File: src/rtl/rect_fill_engine.sv
// Rectangle fill engine: queues rectangle commands in a small FIFO and expands
// each one into a row-major stream of one pixel write per clock for the
// 160x120 VGA adapter. Pixels outside the screen still take their cycle but
// are not plotted, so the timing does not depend on position.
module rect_fill_engine #(
    parameter int SCREEN_W   = 160,
    parameter int SCREEN_H   = 120,
    parameter int FIFO_DEPTH = 4
) (
    input  logic       clock,
    input  logic       reset,
    input  logic       cmd_valid,
    output logic       cmd_ready,
    input  logic [7:0] cmd_x,
    input  logic [7:0] cmd_y,
    input  logic [7:0] cmd_w,
    input  logic [7:0] cmd_h,
    input  logic [2:0] cmd_colour,
    input  logic       flush,
    output logic [7:0] x,
    output logic [6:0] y,
    output logic [2:0] colour,
    output logic       plot,
    output logic       busy,
    output logic       done
);

    localparam int PTR_W = $clog2(FIFO_DEPTH);
    localparam int CNT_W = PTR_W + 1;
    localparam logic [CNT_W-1:0] DEPTH_C    = CNT_W'(FIFO_DEPTH);
    localparam logic [8:0]       SCREEN_W_C = 9'(SCREEN_W);
    localparam logic [8:0]       SCREEN_H_C = 9'(SCREEN_H);

    typedef enum logic [1:0] {S_IDLE, S_FILL, S_DONE} state_t;

    typedef struct packed {
        logic [7:0] ox;
        logic [7:0] oy;
        logic [7:0] w;
        logic [7:0] h;
        logic [2:0] clr;
    } cmd_t;

    cmd_t mem [FIFO_DEPTH];
    cmd_t cmd_in;
    cmd_t head;

    state_t           state_q, state_d;
    logic [CNT_W-1:0] count_q, count_d;
    logic [PTR_W-1:0] wr_ptr_q, wr_ptr_d;
    logic [PTR_W-1:0] rd_ptr_q, rd_ptr_d;
    logic [7:0]       ox_q, ox_d, oy_q, oy_d, w_q, w_d, h_q, h_d;
    logic [2:0]       clr_q, clr_d;
    logic [7:0]       col_q, col_d, row_q, row_d;
    logic [7:0]       x_q, x_d;
    logic [6:0]       y_q, y_d;
    logic [2:0]       colour_q, colour_d;
    logic             plot_q, plot_d, done_q, done_d, busy_q, busy_d;
    logic             cmd_ready_q, cmd_ready_d;
    logic             push, pop;
    logic [8:0]       px, py;

    assign cmd_in = {cmd_x, cmd_y, cmd_w, cmd_h, cmd_colour};

    // Next-state logic: FIFO bookkeeping, rectangle walker and output values.
    always_comb begin
        // NOTE: every _d starts from its _q so no path can leave a latch behind.
        state_d  = state_q;
        count_d  = count_q;
        wr_ptr_d = wr_ptr_q;
        rd_ptr_d = rd_ptr_q;
        ox_d     = ox_q;
        oy_d     = oy_q;
        w_d      = w_q;
        h_d      = h_q;
        clr_d    = clr_q;
        col_d    = col_q;
        row_d    = row_q;
        x_d      = x_q;
        y_d      = y_q;
        colour_d = colour_q;
        plot_d   = 1'b0;
        done_d   = 1'b0;
        pop      = 1'b0;
        push     = cmd_valid && cmd_ready_q && !flush;
        head     = mem[rd_ptr_q];
        px       = {1'b0, ox_q} + {1'b0, col_q};
        py       = {1'b0, oy_q} + {1'b0, row_q};

        unique case (state_q)
            S_IDLE: begin
                if (count_q != '0) begin
                    pop   = 1'b1;
                    ox_d  = head.ox;
                    oy_d  = head.oy;
                    w_d   = head.w;
                    h_d   = head.h;
                    clr_d = head.clr;
                    col_d = '0;
                    row_d = '0;
                    state_d = (head.w == '0 || head.h == '0) ? S_DONE : S_FILL;
                end
            end
            S_FILL: begin
                x_d      = px[7:0];
                y_d      = py[6:0];
                colour_d = clr_q;
                plot_d   = (px < SCREEN_W_C) && (py < SCREEN_H_C);
                if (col_q == w_q - 8'd1) begin
                    col_d = '0;
                    if (row_q == h_q - 8'd1) begin
                        state_d = S_DONE;
                    end else begin
                        row_d = row_q + 8'd1;
                    end
                end else begin
                    col_d = col_q + 8'd1;
                end
            end
            S_DONE: begin
                done_d  = 1'b1;
                state_d = S_IDLE;
            end
            default: state_d = S_IDLE;
        endcase

        if (push) wr_ptr_d = wr_ptr_q + PTR_W'(1);
        if (pop)  rd_ptr_d = rd_ptr_q + PTR_W'(1);
        if (push && !pop)      count_d = count_q + CNT_W'(1);
        else if (!push && pop) count_d = count_q - CNT_W'(1);

        if (flush) begin
            state_d  = S_IDLE;
            count_d  = '0;
            wr_ptr_d = '0;
            rd_ptr_d = '0;
            x_d      = x_q;
            y_d      = y_q;
            colour_d = colour_q;
            plot_d   = 1'b0;
            done_d   = 1'b0;
        end

        cmd_ready_d = (count_d < DEPTH_C);
        busy_d      = (state_d != S_IDLE) || (count_d != '0);
    end

    // Command storage; write-only on push, read combinationally at the head.
    always_ff @(posedge clock) begin
        // NOTE: the FIFO array is not reset; empty/full come from the reset pointers and count.
        if (push) mem[wr_ptr_q] <= cmd_in;
    end

    // State and output registers with synchronous active-high reset.
    always_ff @(posedge clock) begin
        // NOTE: non-blocking assignments keep every flop sampling pre-edge values.
        if (reset) begin
            state_q     <= S_IDLE;
            count_q     <= '0;
            wr_ptr_q    <= '0;
            rd_ptr_q    <= '0;
            ox_q        <= '0;
            oy_q        <= '0;
            w_q         <= '0;
            h_q         <= '0;
            clr_q       <= '0;
            col_q       <= '0;
            row_q       <= '0;
            x_q         <= '0;
            y_q         <= '0;
            colour_q    <= '0;
            plot_q      <= 1'b0;
            done_q      <= 1'b0;
            busy_q      <= 1'b0;
            cmd_ready_q <= 1'b1;
        end else begin
            state_q     <= state_d;
            count_q     <= count_d;
            wr_ptr_q    <= wr_ptr_d;
            rd_ptr_q    <= rd_ptr_d;
            ox_q        <= ox_d;
            oy_q        <= oy_d;
            w_q         <= w_d;
            h_q         <= h_d;
            clr_q       <= clr_d;
            col_q       <= col_d;
            row_q       <= row_d;
            x_q         <= x_d;
            y_q         <= y_d;
            colour_q    <= colour_d;
            plot_q      <= plot_d;
            done_q      <= done_d;
            busy_q      <= busy_d;
            cmd_ready_q <= cmd_ready_d;
        end
    end

    assign x         = x_q;
    assign y         = y_q;
    assign colour    = colour_q;
    assign plot      = plot_q;
    assign done      = done_q;
    assign busy      = busy_q;
    assign cmd_ready = cmd_ready_q;

endmodule

File: config.mk
export PLATFORM = sky130hd
export DESIGN_NAME = rect_fill_engine
export DESIGN_NICKNAME = d
export VERILOG_FILES = /design/src/rtl/rect_fill_engine.sv
export SDC_FILE = /design/constraint.sdc
export NUM_CORES = 1
export LEC_CHECK = 0
export ABC_AREA = 0
export CAP_MARGIN = 20
export CORE_UTILIZATION = 45
export DETAILED_ROUTE_END_ITERATION = 10
export DONT_BUFFER_PORTS = 1
export GPL_TIMING_DRIVEN = 0
export PLACE_DENSITY_LB_ADDON = 0.3
export SETUP_SLACK_MARGIN = 0.3
export SYNTH_ARGS = -nofsm -noshare
export SYNTH_HDL_FRONTEND = slang
export SYNTH_SLANG_ARGS = --single-unit
File: constraint.sdc
create_clock -name clock -period 2.9 [get_ports clock]
set_input_delay 0.29 -clock clock [delete_from_list [all_inputs] [get_ports clock]]
set_output_delay 0.29 -clock clock [all_outputs]
set_load 0.02 [all_outputs]
-- Word level (Yosys, flattened, before mapping)
Memory sizes are Yosys's and may differ from the RTL's. A register that Yosys moved wholly into a read port is not among the register bits.
Cells that the tools add are included.
- reduce and logical (&&, ||, !) cells: 23
- eq/ne operators: 7
- $lt $le $gt $ge: 3
- bitwise gates (word level): 2
- add/sub/neg operators: 10
- mux-type cells: 22
- operators with widths (cell ; count):
    8-bit two-way mux ; 4
    8-bit one-hot mux with 2 select lines ; 2
    8-bit by 8-bit adder with 9-bit output ; 2
    8-bit by 1-bit adder with 8-bit output (second input constant) ; 2
    8-bit equality test ; 2
    8-bit zero test ; 2
    8-bit by 1-bit subtractor with 8-bit output (second input constant) ; 2
    2-bit two-way mux ; 7
    9-bit by 7-bit less-than comparator with 1-bit output (second input constant) ; 1
    9-bit by 8-bit less-than comparator with 1-bit output (second input constant) ; 1
    3-bit two-way mux ; 3
    2-bit != test (second input constant) ; 3
    2-bit AND reduction ; 3
    3-bit nonzero test ; 2
    1-bit logical AND ; 5
    1-bit two-way mux ; 5
    2-bit by 1-bit adder with 2-bit output (second input constant) ; 2
    2-bit one-hot mux with 2 select lines ; 1
    4-bit AND reduction ; 1
    2-bit nonzero test ; 2
    3-bit by 1-bit adder with 3-bit output (second input constant) ; 1
    1-bit zero test ; 3
    3-bit less-than comparator (second input constant) ; 1
    3-bit OR reduction ; 1
    7 further kinds ; 9
- memories kept: 1
- word-level logic and storage cells: 86
- RAM bits: 140
- register bits: 82
- output and inout port bits: 22
- input port bits: 39
- memories (memory ; words ; bits a word ; rd ports ; clocked after memory_dff ; wr ports ; line ; source):
    mem ; 4 ; 35 ; 1 ; 1 ; 1 ; 44 ; cmd_t mem [FIFO_DEPTH];

-- Depth between registers and ports, before layout
Gate-level depths: netlist (run 1).
- word-level depth: 9
- gate-level depth with buffers: 11
- gate-level depth less buffers: 10

-- Worst setup path before layout (run 1)
Ideal clock, no wire load.
- path kind: flip-flop to flip-flop
- start point: reg w_q[0]
- end point: reg row_q[2]
- cell stages (with the launch flop): 12
- buffers on the path: 2
- required time: 2.830 ns
- arrival time: 2.397 ns
- slack: 0.432 ns
- setup time: 0.070 ns
- period minus slack after synthesis: 2.468 ns
- cell sequence: dfxtp_1 > inv_1 > ha_1 > buf_2 > o21bai_1 > a211oi_1 > nor4_1 > nor4_4 > a31oi_2 > buf_6 > or3_1 > a21oi_1
- longest elaborated chain between the ends: 4
- RTL lines (item ; line ; source):
    start, declared ; 52 ; logic [7:0] ox_q, ox_d, oy_q, oy_d, w_q, w_d, h_q, h_d;
    start signal, assigned ; 183 ; w_q <= w_d;
    8-bit by 1-bit subtractor with 8-bit output ; 109 ; if (col_q == w_q - 8'd1) begin
    8-bit equality test ; 109 ;
    2-bit != test (no line) ; - ;
    4-bit AND reduction (no line) ; - ;
    end signal, assigned ; 187 ; row_q <= row_d;
    end, declared ; 54 ; logic [7:0] col_q, col_d, row_q, row_d;
Every way passes these cells.
A chain may end at the register's enable or synchronous reset.

-- Worst setup path in the final report (run 1)
- start point: reg w_q[2]
- end point: reg col_q[4]
- longest elaborated chain between the ends: 4
- RTL lines (item ; line ; source):
    8-bit by 1-bit subtractor with 8-bit output ; 109 ;
    8-bit equality test ; 109 ;
    8-bit two-way mux ; 109 ;
    8-bit one-hot mux with 2 select lines ; 90 ; unique case (state_q)
    end signal, assigned ; 186 ; col_q <= col_d;
    end, declared ; 54 ;
Every way passes these cells.

==> results of run 1 <==
## path summary, 6_finish.rpt
path / endpoint / from / slack [ns]
worst max register to register: col_q[4]$_SDFFE_PP0P_ / w_q[2]$_SDFFE_PP0P_ / 0.41
worst min-delay path: plot$_SDFF_PP0_ / flush / 0.01
worst min register to register: colour[2]$_SDFFE_PP0P_ / clr_q[2]$_SDFFE_PP0P_ / 0.47
worst max-delay path: col_q[4]$_SDFFE_PP0P_ / w_q[2]$_SDFFE_PP0P_ / 0.41
## critical path: stages (launching register included)
cell and delay, ns:
dfxtp_1 0.41, nor4_4 0.42, a211oi_1 0.13, a311oi_1 0.47, nor4_4 0.13, buf_4 0.19, nor2_2 0.26, a21oi_1 0.12
a311oi_1 0.25
## cell type report
| cell class | instances | area (sq um) |
|---|---|---|
| buffer | 33 | 159 |
| fill | 1626 | 9170 |
| sequential | 224 | 5890 |
| clock inverter | 12 | 114 |
| inverter | 22 | 82.6 |
| multi-input combinational | 452 | 3420 |
| timing repair buffer | 50 | 520 |
| clock buffer | 32 | 672 |
| tap | 270 | 338 |
## cell usage after synthesis, drive strengths merged (10+ instances only)
library cell	count
a21oi	78
buf	10
clkbuf	23
dfxtp	84
edfxtp	140
ha	27
inv	22
mux4	35
nand2	112
nor2	30
nor3	12
nor4	10
o21ai	17
or3	12
xnor2	21
xor2	10
## power breakdown
group,total (mW),switching [mW],internal (mW)
Sequential,3.69,0.142,3.55
Combinational,1.33,0.762,0.566
Clock,3.01,1.21,1.80
Total,8.03,2.11,5.92
## cell families (layout without fill, tap and decap cells)
kind of cell / after synthesis / count (layout) / synth area share [%]
buffers and inverters: 55 / 149 / 2.37
AO/OA/AOI/OAI: 134 / 134 / 8.47
XOR/XNOR: 31 / 31 / 2.88
AND/OR/NAND/NOR: 222 / 222 / 11.3
flip-flops: 224 / 224 / 62.5
multiplexers: 36 / 36 / 8.48
adder cells (fa/ha/maj): 29 / 29 / 4.01
## cells in the final DEF (no fill, tap or decap), types with 3 or more instances in the layout
cell / synthesis / routed
buf_12: 0 / 4
nand3_1: 9 / 9
edfxtp_1: 140 / 140
nor4_2: 0 / 3
dlygate4sd3_1: 0 / 39
and4_1: 3 / 3
mux4_2: 35 / 35
nand2b_1: 6 / 6
dfxtp_2: 0 / 3
and2_2: 0 / 4
nand4_1: 5 / 5
clkbuf_1: 23 / 25
clkinv_2: 0 / 3
ha_1: 27 / 26
dfxtp_1: 84 / 80
a211oi_1: 9 / 7
clkbuf_16: 0 / 25
o21ai_0: 17 / 17
nand2_1: 112 / 112
clkbuf_2: 0 / 4
and3_1: 7 / 7
or3_1: 12 / 12
clkinv_1: 0 / 4
xor2_1: 10 / 9
buf_2: 7 / 4
inv_1: 22 / 20
xnor2_1: 21 / 20
nor3_1: 12 / 12
nor2_1: 29 / 28
nor4_1: 8 / 5
a22oi_1: 3 / 3
a21oi_1: 78 / 77
a311oi_1: 7 / 7
nor2b_1: 4 / 4
buf_4: 0 / 9
## routing by layer
layer | track usage (%) | routed length (um) | up-vias
met5 | 0 | 0 | -
met4 | 7.71 | 660 | 0
met3 | 2.75 | 1020 | 38
met2 | 34.4 | 10500 | 168
met1 | 25.2 | 8690 | 3012
li1 | - | - | 2868
## state kept, by name (all words and copies together), names as in the netlist, 2 cells and up, named ones only
register / cells
h_q: 8
count_q: 3
x: 8
state_q: 2
mem: 140
col_q: 8
clr_q: 3
y: 7
rd_ptr_q: 2
row_q: 8
oy_q: 8
wr_ptr_q: 2
w_q: 8
ox_q: 8
colour: 3
## repair_timing
item | 4_1_cts | 5_1_grt
buffers inserted | 1 | 5
hold endpoints to repair | 143 | 0
hold buffers | 39 | 0
gates cloned | 0 | 1
endpoints found under the setup margin | 36 | 35
pin swaps | 2 | 8
resized for setup | 13 | 24
## stage by stage
step / utilization [%] / cell area, sq um / total power, mW
finish: 55.0 / 11200 / 8.03
global route: 55.0 / 11200 / 8.37
CTS: 54.4 / 11100 / 8.00
detailed placement: 48.3 / 9840 / 4.90
global placement: 47.9 / 9750 / 4.84
floorplan: - / 9410 / 4.59
==> impl_metrics.json, run 1 <==
{
  "status": "completed",
  "coreArea_sq_mm": 0.0204,
  "grt_pass1_vias": 6221,
  "ios": 61,
  "drive_gt1_share_pct": 15.2,
  "maxCapViolations": 0,
  "relSlewSlack_pct": 53.4,
  "whs_ns": 0.0144,
  "vias": 6086,
  "cp-start-kind": "register",
  "cts.sinks": 224,
  "finalMaxSlewViolations": 0,
  "cts_root_buffer": "clkbuf_16",
  "min_path_cells": 3,
  "drtIter0Drc": 401,
  "path_class": "register to register",
  "synth_top_area_share_pct": 44.7,
  "firstDrtPassIters": 5,
  "place_inst": 1005,
  "reg2regPathDepth": 8,
  "grt_pass1_wl_mm": 33.2,
  "clockBufferDepth": 3,
  "cts_tree": "done",
  "hold_class": "input pin to register",
  "layout_setup_ws_ns": 0.413,
  "synth_flop_cell": "edfxtp_1",
  "synth_largest_area_cell": "edfxtp_1",
  "worstMarginPinSlew_ns": 0.700,
  "grt-ovfl-total": 0,
  "dieArea_sq_mm": 0.0215,
  "cts.clk_slew.worst_paths_ns": 0.06,
  "yosysUniqueCellTypes": 53,
  "grt_max_degree": 28,
  "port_buffers": 0,
  "cts_buffers": 24,
  "drcViolationCount": 0,
  "ys_async_sr_fraction_pct": 0,
  "synthTopCellsByArea": "edfxtp_1, dfxtp_1, mux4_2, nand2_1, a21oi_1",
  "nets": 875,
  "rsz0062_at_grt": "yes",
  "die_height_um": 147,
  "setup-violations-final": 0,
  "area_growth_pct": 18.9,
  "power_density_mw_per_mm2": 717,
  "antenna_found_initial": 0,
  "fmax_ghz": 0.402,
  "start_util_pct": 46.2,
  "die_x_um": 147,
  "row_count": 52,
  "hold_violations": 0,
  "fin_skew_ns": 0.0127,
  "post-place-ws_ns": -0.140,
  "worstSetupEndpointType": "register",
  "hpwl_mm": 14.3,
  "required_ns": 3.32,
  "antennaDiodeCount": 0,
  "grt_usage_pct": 19.9,
  "ys_ff_latch": 224,
  "drtAntennaViolNets": 0,
  "synth_seq_area_share_pct": 62.5,
  "cp.arrival_ns": 2.90,
  "place_congestion": 0.871,
  "p_leak_nw": 3.77,
  "wl_per_cell_um": 19.0,
  "tns_ns": 0,
  "synth_warnings": 0,
  "detail_route.vias_per_cell": 5.56,
  "synth_edf_count": 140,
  "period_minus_slack_ns": 2.49,
  "syn-num-nets": 799,
  "crit_fanout": 8,
  "synth_area_per_cell_sq_um": 12.9,
  "finalCritPeriodShare_pct": 85.8,
  "final_cells": 1095,
  "h-tree-depth": 1,
  "worstSkewPairLatency_ns": 0.52,
  "netlist_instances": 731,
  "synth_area_sq_mm": 0.00941,
  "routed_wl_mm": 20.8,
  "vdd_drop_max_mv": 0.600
}
Note: power is estimated with default switching activity, not from simulation.
==> inputs of run 2 (changes only) <==
--- a/config.mk
+++ b/config.mk
@@ -6,12 +6,13 @@
 export NUM_CORES = 1
 export LEC_CHECK = 0
 export ABC_AREA = 0
-export CAP_MARGIN = 20
-export CORE_UTILIZATION = 45
+export CAP_MARGIN = 0
+export CORE_UTILIZATION = 55
 export DETAILED_ROUTE_END_ITERATION = 10
 export DONT_BUFFER_PORTS = 1
 export GPL_TIMING_DRIVEN = 0
 export PLACE_DENSITY_LB_ADDON = 0.3
+export RECOVER_POWER = 50
 export SETUP_SLACK_MARGIN = 0.3
 export SYNTH_ARGS = -nofsm -noshare
 export SYNTH_HDL_FRONTEND = slang
==> impl_metrics.json, run 2 (synthesized netlist as in run 1, its figures left out) <==
{
  "path_class": "register to register",
  "firstDrtPassIters": 5,
  "relSlewSlack_pct": 54.7,
  "finalMaxSlewViolations": 0,
  "vias": 6122,
  "required_ns": 3.35,
  "whs_endpoint": "wr_ptr_q[1]$_SDFFE_PP0P_",
  "cp-start-kind": "register",
  "p_int_mw": 5.68,
  "rsz0062_at_grt": "no",
  "grt_pass1_vias": 6289,
  "power.clock.fraction_pct": 35.1,
  "final_cells": 1042,
  "place_congestion": 0.956,
  "p_comb_share_pct": 17.2,
  "grt_usage_pct": 24.3,
  "crit_path_cell_trace": "inv_1 > ha_1 > buf_6 > o21bai_4 > a211oi_4 > nor4_4 > nor4_4 > a31oi_4 > buf_6 > or3_1 > a21oi_2",
  "largest_register_ffs": 140,
  "hold_class": "input pin to register",
  "tns_ns": 0,
  "worstMarginPinSlew_ns": 0.679,
  "grt-ovfl-total": 0,
  "status": "completed",
  "cts.sinks": 224,
  "placed_cell_area_sq_mm": 0.00977,
  "p_leak_nw": 3.70,
  "cts_buffers": 23,
  "clockBufferDepth": 3,
  "maxCapViolations": 0,
  "worstSkewPairLatency_ns": 0.52,
  "row_count": 47,
  "hold_start": "cmd_valid",
  "period_minus_slack_ns": 2.49,
  "drtAntennaViolNets": 0,
  "cp_slowest_stage_delay_ns": 0.37,
  "routed_wl_mm": 20.7,
  "grt_pass1_wl_mm": 33.1,
  "worst_path_max_delay_cell": "nor4_4",
  "fin_util_pct": 66.3,
  "vdd_drop_max_mv": 0.639,
  "gr-usage-met3_pct": 4.14,
  "cts.clk_slew.worst_paths_ns": 0.06,
  "detail_route.vias_per_cell": 5.88,
  "worstReg2RegStart": "w_q[0]$_SDFFE_PP0P_",
  "area_growth_pct": 17.3,
  "final_common_cell": "edfxtp_1",
  "p_sw_mw": 2.07,
  "drcViolationCount": 0,
  "fin_skew_ns": 0.0244,
  "crit_fanout": 10,
  "dieArea_sq_mm": 0.0176,
  "critical-path-top-delay-family": "simple AND/OR/NAND/NOR gates",
  "power_mw": 7.74,
  "ios": 61,
  "place_inst": 955,
  "cts_root_buffer": "clkbuf_16",
  "setup-violations-final": 0,
  "finalCritPeriodShare_pct": 85.7,
  "power_density_mw_per_mm2": 701,
  "layout_setup_ws_ns": 0.414,
  "post-place-ws_ns": -0.0213,
  "coreArea_sq_mm": 0.0166,
  "whs_ns": 0.110,
  "worstSetupEndpointType": "register",
  "reg2regPathDepth": 11,
  "globalRouteMet1Util_pct": 31.5,
  "min_path_cells": 3,
  "cp.arrival_ns": 2.94,
  "swShare_pct": 26.7,
  "drive_gt1_share_pct": 13.1,
  "r2r_slack_ns": 0.41,
  "hold_violations": 0,
  "h-tree-depth": 1,
  "fmax_ghz": 0.402,
  "grt_util_met2_pct": 42.4,
  "cts_tree": "done",
  "hpwl_mm": 13.9,
  "seqPwrFrac_pct": 47.7,
  "port_buffers": 0,
  "antenna_found_initial": 0,
  "drtIter0Drc": 474,
  "path_buf_inv": 3,
  "r2r-end": "row_q[2]$_SDFFE_PP0P_",
  "regMostFlops": "mem",
  "nets": 873,
  "grt_max_degree": 32,
  "die_height_um": 133,
  "start_util_pct": 56.6,
  "busiest_layer": "met2",
  "antennaDiodeCount": 0,
  "final_area_sq_mm": 0.0110,
  "final_cell_mix": "edfxtp_1, nand2_1, dfxtp_1",
  "wl_per_cell_um": 19.9,
  "die_x_um": 133
}
-- run 2: power by group through the flow --
stage                     Clock [mW]  Sequential, mW  Combinational [mW]
after floorplan                    0            3.71               0.880
after CTS                       2.76            3.68                1.22
final                           2.72            3.69                1.33
after global routing            2.89            3.71                1.46
after detailed placement           0            3.75                1.14
after global placement             0            3.74                1.07
-- run 2: routing by layer --
| metal | vias to the layer above | routed length (um) |
|---|---|---|
| met3 | 41 | 1450 |
| li1 | 2853 | - |
| met1 | 3005 | 8460 |
| met2 | 223 | 10400 |
| met4 | 0 | 423 |
| met5 | - | 0 |
-- run 2: what timing repair did --
action	CTS	global route
endpoints found under the hold margin	143	0
setup endpoints to repair	34	34
gates cloned	0	0
hold buffers	38	0
gates resized for setup	8	29
buffers inserted	1	6
pin swaps	2	7
-- run 2: worst max path at each step --
stage,endpoint,cells after the start,startpoint,slack [ns]
4_1_cts,row_q[2]$_SDFFE_PP0P_,11,w_q[0]$_SDFFE_PP0P_,0.26
2_1_floorplan,row_q[2]$_SDFFE_PP0P_,11,w_q[0]$_SDFFE_PP0P_,0.43
3_5_place_dp,row_q[2]$_SDFFE_PP0P_,11,w_q[0]$_SDFFE_PP0P_,-0.02
5_1_grt,row_q[2]$_SDFFE_PP0P_,11,w_q[0]$_SDFFE_PP0P_,0.27
3_3_place_gp,mem[0][19]$_DFFE_PP_,3,cmd_ready$_SDFF_PP1_,0.005
6_report,row_q[2]$_SDFFE_PP0P_,11,w_q[0]$_SDFFE_PP0P_,0.41
-- run 2: layout make-up --
class	instances	area, sq um
Tap cell	220	275
Clock buffer	31	606
Inverter	22	82.6
Fill cell	1165	5600
Multi-Input combinational cell	452	3430
Buffer	33	158
Timing Repair Buffer	49	517
Clock inverter	11	83.8
Sequential cell	224	5890
-- run 2: worst min-delay path, delay by kind of cell --
| kind | cells | cell delay, ns |
|---|---|---|
| AO/OA/AOI/OAI | 1 | 0.06 |
| AND/OR/NAND/NOR | 2 | 0.20 |
==> inputs of run 3 (changes only) <==
--- a/config.mk
+++ b/config.mk
@@ -8,6 +8,7 @@
 export ABC_AREA = 0
 export CAP_MARGIN = 0
 export CORE_UTILIZATION = 55
+export CTS_CLUSTER_SIZE = 25
 export DETAILED_ROUTE_END_ITERATION = 10
 export DONT_BUFFER_PORTS = 1
 export GPL_TIMING_DRIVEN = 0
==> results of run 3 <==
The final DEF is identical to that of run 2; final timing and power are the same.
